$ cat config.mk
export PLATFORM = sky130hd
export DESIGN_NAME = isdu_fetch_ctrl
export DESIGN_NICKNAME = d
export VERILOG_FILES = /design/src/rtl/isdu_pkg.sv /design/src/rtl/mem_wait_counter.sv /design/src/rtl/isdu_fetch_ctrl.sv
export SDC_FILE = /design/constraint.sdc
export NUM_CORES = 1
export LEC_CHECK = 0
export CORE_AREA = 2 2 44 46
export CTS_CLUSTER_DIAMETER = 120
export DETAILED_ROUTE_END_ITERATION = 7
export DIE_AREA = 0 0 46 48
export PLACE_DENSITY = 0.85
export SYNTH_ARGS = -nofsm -noshare
export SYNTH_HDL_FRONTEND = slang
export SYNTH_SLANG_ARGS = --single-unit
$ cat constraint.sdc
create_clock -name Clk -period 2.4 [get_ports Clk]
set_clock_uncertainty 0.2 [all_clocks]
set_input_delay 0.24 -clock Clk [delete_from_list [all_inputs] [get_ports Clk]]
set_output_delay 0.24 -clock Clk [all_outputs]
set_load 0.03 [all_outputs]
$ cat src/rtl/isdu_pkg.sv
// Shared types and constants for the ISDU control path: state encoding,
// opcode values and PC mux selects.
package isdu_pkg;

    // Encodings are visible on the State debug output, so they are fixed.
    typedef enum logic [3:0] {
        HALTED  = 4'd0,
        S_18    = 4'd1,
        S_33    = 4'd2,
        S_35    = 4'd3,
        S_32    = 4'd4,
        PAUSE_1 = 4'd5,
        PAUSE_2 = 4'd6
    } state_t;

    localparam logic [3:0] OP_PAUSE = 4'b1101;

    localparam logic [1:0] PCMUX_PC1  = 2'b00;
    localparam logic [1:0] PCMUX_BUS  = 2'b01;
    localparam logic [1:0] PCMUX_ADDR = 2'b10;

    // True when the opcode field selects the PAUSE instruction.
    function automatic logic is_pause(input logic [3:0] opcode);
        return opcode == OP_PAUSE;
    endfunction

endpackage

$ cat src/rtl/mem_wait_counter.sv
// Down-counter used to time memory accesses. Loaded with (wait-1) when an
// access is launched, decremented while the access is in progress; done_o
// marks the final cycle of the access.
module mem_wait_counter (
    input  logic       clk_i,
    input  logic       rst_i,
    input  logic       load_i,
    input  logic [3:0] value_i,
    input  logic       dec_i,
    output logic       done_o
);

    logic [3:0] count_q;
    logic [3:0] count_d;

    // Load takes priority over decrement; the count saturates at zero.
    always_comb begin
        count_d = count_q;
        if (load_i) begin
            count_d = value_i;
        end else if (dec_i && (count_q != 4'd0)) begin
            count_d = count_q - 4'd1;
        end
    end

    // Counter register, cleared by reset.
    always_ff @(posedge clk_i) begin
        if (rst_i) begin
            count_q <= 4'd0;
        end else begin
            count_q <= count_d;
        end
    end

    assign done_o = (count_q == 4'd0);

endmodule

$ cat src/rtl/isdu_fetch_ctrl.sv
// Moore control FSM for the LC-3 fetch/decode loop. Drives the datapath
// loads, bus gates, mux selects and memory enables. PAUSE shows IR on the
// LEDs until Continue is pressed and released; all other opcodes retire as
// NOPs and the loop returns to fetch.
module isdu_fetch_ctrl
    import isdu_pkg::*;
#(
    parameter int MEM_WAIT = 2
) (
    input  logic        Clk,
    input  logic        Reset,
    input  logic        Run,
    input  logic        Continue,
    input  logic [15:0] IR,
    output logic        LD_REG,
    output logic        LD_PC,
    output logic        LD_MDR,
    output logic        LD_MAR,
    output logic        LD_IR,
    output logic        LD_LED,
    output logic        GatePC,
    output logic        GateMDR,
    output logic        GateALU,
    output logic        GateMARMUX,
    output logic [1:0]  PCMUX,
    output logic        MIO_EN,
    output logic        Mem_OE,
    output logic        Mem_WE,
    output logic [3:0]  State
);

    // The counter holds "cycles remaining after this one", so the memory
    // state lasts exactly MEM_WAIT cycles.
    localparam logic [3:0] WAIT_LOAD = 4'(MEM_WAIT - 1);

    state_t state_q;
    state_t state_d;

    logic wait_load;
    logic wait_dec;
    logic wait_done;

    // Only the opcode field matters here; the rest of IR feeds execute states.
    logic unused_ir;
    assign unused_ir = ^IR[11:0];

    mem_wait_counter u_wait (
        .clk_i   (Clk),
        .rst_i   (Reset),
        .load_i  (wait_load),
        .value_i (WAIT_LOAD),
        .dec_i   (wait_dec),
        .done_o  (wait_done)
    );

    // State register; reset forces HALTED regardless of any other input.
    always_ff @(posedge Clk) begin
        if (Reset) begin
            state_q <= HALTED;
        end else begin
            state_q <= state_d;
        end
    end

    // Next-state logic and Moore output decode from the current state.
    always_comb begin
        state_d    = state_q;
        wait_load  = 1'b0;
        wait_dec   = 1'b0;
        LD_REG     = 1'b0;
        LD_PC      = 1'b0;
        LD_MDR     = 1'b0;
        LD_MAR     = 1'b0;
        LD_IR      = 1'b0;
        LD_LED     = 1'b0;
        GatePC     = 1'b0;
        GateMDR    = 1'b0;
        GateALU    = 1'b0;
        GateMARMUX = 1'b0;
        PCMUX      = PCMUX_PC1;
        MIO_EN     = 1'b0;
        Mem_OE     = 1'b1;
        Mem_WE     = 1'b1;

        case (state_q)
            HALTED: begin
                if (Run) begin
                    state_d = S_18;
                end
            end
            S_18: begin
                GatePC    = 1'b1;
                LD_MAR    = 1'b1;
                LD_PC     = 1'b1;
                PCMUX     = PCMUX_PC1;
                wait_load = 1'b1;
                state_d   = S_33;
            end
            S_33: begin
                Mem_OE = 1'b0;
                MIO_EN = 1'b1;
                if (wait_done) begin
                    LD_MDR  = 1'b1;
                    state_d = S_35;
                end else begin
                    wait_dec = 1'b1;
                end
            end
            S_35: begin
                GateMDR = 1'b1;
                LD_IR   = 1'b1;
                state_d = S_32;
            end
            S_32: begin
                if (is_pause(IR[15:12])) begin
                    state_d = PAUSE_1;
                end else begin
                    state_d = S_18;
                end
            end
            // LD_LED is held in both pause states: the LED register clears
            // whenever the load drops.
            PAUSE_1: begin
                LD_LED = 1'b1;
                if (Continue) begin
                    state_d = PAUSE_2;
                end
            end
            // Waiting for release so one press advances exactly one PAUSE.
            PAUSE_2: begin
                LD_LED = 1'b1;
                if (!Continue) begin
                    state_d = S_18;
                end
            end
            default: begin
                state_d = HALTED;
            end
        endcase
    end

    assign State = state_q;

endmodule

==> reports/metrics.csv, run 1 <==
stage;metric;value;unit
cells_and_area;drive_above_1_share;0.145;
critical_path;start_kind;flip-flop;
placement;dpl_cell_area;692;sq um
cells_and_area;layout.nets;105;
die;die_h;48;um
cells_and_area;diodes;0;
clock_tree;cts_made_buffers;3;
timing;final.setup.tns;0;ns
synth;synth_top_area_frac;0.259;
placement;port_buffers;19;
die;num_rows;15;
critical_path;critPathRequiredTime;1.96;ns
clock_tree;cts_setup_buffers;0;
power_and_ir_drop;ir_drop;0.627;mV
global_routing;antenna_found_initial;0;
synth;synth_edf_count;0;
timing;max_freq;439;MHz
clock_tree;htreeDepth;1;
synth;synthFlopType;dfxtp_1;
power_and_ir_drop;p_leak;0.328;nW
global_routing;grt_pass1_wl;1750;um
timing;final-hold-violation-count;0;
min_path;hold_class;flip-flop to flip-flop;
power_and_ir_drop;power.density;1240;nW/um^2
synth;synth.distinct_cells;30;
synth;yosysWarnings;0;
synth;syn_inst;66;
detailed_routing;detail-route-antenna-nets;0;
critical_path;worst-path-max-fanout;4;
timing;finalSetupViolCount;0;
synth;synth.area.top_cells;dfxtp_1 26%, buf_4 15%, a211oi_1 5.6%, inv_1 4.9%, buf_6 4.2%;
critical_path;endpoint_kind;primary output;
critical_path;reg2reg_slack;0.40;ns
critical_path;critPathArrivalTime;1.84;ns
cells_and_area;area.growth.synth_to_final;33.1;%
synth;synth_largest_area_cell;dfxtp_1;
clock_tree;cts.sinks;7;
global_routing;grt_max_degree;11;
synth;ys_seq_area_frac;0.259;
detailed_routing;wl_per_cell;11.9;um
global_routing;grtUsageTotal;0.120;
die;coreArea;1690;sq um
detailed_routing;drt-initial-drc-count;3;
placement;gp_congestion;0.803;
cells_and_area;postLayoutCellArea;719;sq um
detailed_routing;wirelength;1190;um
detailed_routing;viasPerCell;4.82;
clock_tree;hold_buffers;0;
clock_tree;cts_buffer_depth;2;
die;die_area;2210;sq um
detailed_routing;drtPass1Iterations;4;
synth;synth-seq-cells;7;
clock_tree;path_clk_slew;0.05;ns
global_routing;grt_pass1_vias;416;
clock_tree;cts_tree;done;
timing;drv_slew;0;
timing;period_needed;2.28;ns
detailed_routing;drc;0;
status;status;finished clean;
synth;synth_area;541;sq um
die;die_w;46;um
cells_and_area;final_util;0.426;
synth;async_flop_share;0;
timing;rsz0062_at_grt;false;
die;io_pins;39;
die;start_util;0.320;
synth;avgSynthCellArea;8.19;sq um
global_routing;overflow;0;
synth;yosysMostFrequentCell;buf_4;
placement;dp_hpwl;933;um
run;cap_viol_max_count;0;
critical_path;critPathKind;flip-flop to primary output;
clock_tree;clockRootBuffer;clkbuf_4;
timing;timing.final.crit_share;0.950;
synth;synthTopCellsByCount;11 x buf_4, 7 x dfxtp_1, 7 x inv_1;
clock_tree;clock_latency;0.25;ns
timing;whs;0.320;ns
detailed_routing;via_count;482;
## worst paths after layout
kind | startpoint | endpoint | cells after the start
setup / recovery | u_wait.count_q[0]$_SDFFE_PP0P_ | LD_MDR | 5
setup reg to reg | State[0]$_SDFFE_PP0P_ | u_wait.count_q[3]$_SDFFE_PP0P_ | 4
hold reg to reg | u_wait.count_q[3]$_SDFFE_PP0P_ | u_wait.count_q[3]$_SDFFE_PP0P_ | 2
hold / removal | u_wait.count_q[3]$_SDFFE_PP0P_ | u_wait.count_q[3]$_SDFFE_PP0P_ | 2
## layer usage
metal,routed length [um],track usage
met4,15,0.0514
met3,81,0.0679
met5,0,0
met2,597,0.175
met1,497,0.143
## worst max-delay path, cell delays in order (launching register included)
cell and delay [ns]:
dfxtp_1 0.33, inv_1 0.06, ha_1 0.18, or3b_2 0.50, nor2_1 0.11, dlygate4sd2_1 0.41
## per-stage QoR
| step | std cells | worst slack (ns) | power [mW] |
|---|---|---|---|
| 2_1_floorplan | 71 | 0.209 | 0.626 |
| 3_3_place_gp | 96 | 0.138 | 0.772 |
| 3_5_place_dp | 96 | 0.117 | 0.793 |
| 4_1_cts | 100 | 0.0715 | 0.900 |
| 5_1_grt | 100 | 0.0180 | 0.957 |
| 6_report | 100 | 0.120 | 0.893 |
## cell usage in the layout (no fill, tap or decap)
| master | netlist | layout |
|---|---|---|
| or4bb_1 | 1 | 1 |
| clkbuf_1 | 0 | 1 |
| dlygate4sd2_1 | 0 | 1 |
| or3b_2 | 1 | 1 |
| buf_4 | 11 | 4 |
| dfxtp_1 | 7 | 7 |
| o21ai_0 | 4 | 4 |
| or4_1 | 2 | 2 |
| inv_1 | 7 | 7 |
| clkbuf_4 | 0 | 3 |
| or4_2 | 1 | 1 |
| nor3b_2 | 0 | 1 |
| ha_1 | 1 | 1 |
| or3_1 | 1 | 1 |
| a21oi_1 | 1 | 1 |
| clkdlybuf4s50_1 | 0 | 17 |
| xor2_1 | 2 | 2 |
| a32o_1 | 1 | 1 |
| conb_1 | 2 | 7 |
| and4b_2 | 1 | 1 |
| o2111a_1 | 1 | 1 |
| or3b_1 | 1 | 1 |
| a2111oi_0 | 1 | 1 |
| dlymetal6s2s_1 | 0 | 1 |
| and2_2 | 1 | 1 |
| nor3b_1 | 2 | 1 |
| nand4b_1 | 1 | 1 |
| a211oi_1 | 4 | 4 |
| o22ai_1 | 1 | 1 |
| nand2_1 | 1 | 1 |
| and3_1 | 1 | 1 |
| nor2_1 | 4 | 4 |
| nand3_1 | 1 | 1 |
## power by group
group / total [mW] / switching, mW / internal (mW)
clock: 0.107 / 0.0431 / 0.0634
sequential: 0.183 / 0.0338 / 0.150
combinational: 0.603 / 0.347 / 0.256
## layout make-up
| class | instances | area, sq um |
|---|---|---|
| Inverter | 7 | 26.3 |
| Fill cell | 175 | 970 |
| Multi-Input combinational cell | 42 | 284 |
| Clock buffer | 4 | 26.3 |
| Tap cell | 17 | 21.3 |
| Timing Repair Buffer | 23 | 221 |
| Sequential cell | 7 | 140 |
## cells by family (layout without fill, tap and decap cells)
kind of cell / Yosys count / after routing / synth area share
DFF: 7 / 7 / 0.259
and+or+nand+nor: 19 / 19 / 0.243
adders and majority gates: 1 / 1 / 0.0231
buffers and inverters: 22 / 34 / 0.259
other: 2 / 7 / 0.0139
AOI/OAI and AO/OA: 13 / 13 / 0.169
xor gates and xnor gates: 2 / 2 / 0.0324
## sequential cells by signal (all words and copies together) (netlist names)
name,flops
State,3
u_wait.count_q,4
## repair_timing
item / CTS / global route
endpoints found under the hold margin: 0 / 0
endpoints found under the setup margin: 1 / 1
resized for setup: 1 / 1
No activity file was read; power rests on OpenSTA's default activity.
==> run 2: changes to the inputs <==
--- a/config.mk
+++ b/config.mk
@@ -5,8 +5,8 @@
 export SDC_FILE = /design/constraint.sdc
 export NUM_CORES = 1
 export LEC_CHECK = 0
+export CAP_MARGIN = 10
 export CORE_AREA = 2 2 44 46
-export CTS_CLUSTER_DIAMETER = 120
 export DETAILED_ROUTE_END_ITERATION = 7
 export DIE_AREA = 0 0 46 48
 export PLACE_DENSITY = 0.85
==> results of run 2 <==
Same layout as run 1: the final DEF is identical, and so are final timing and power.
==> run 3: changes to the inputs <==
--- a/config.mk
+++ b/config.mk
@@ -5,7 +5,7 @@
 export SDC_FILE = /design/constraint.sdc
 export NUM_CORES = 1
 export LEC_CHECK = 0
-export CAP_MARGIN = 10
+export CAP_MARGIN = 5
 export CORE_AREA = 2 2 44 46
 export DETAILED_ROUTE_END_ITERATION = 7
 export DIE_AREA = 0 0 46 48
==> results of run 3 <==
Same layout as run 1: the final DEF is identical, and so are final timing and power.
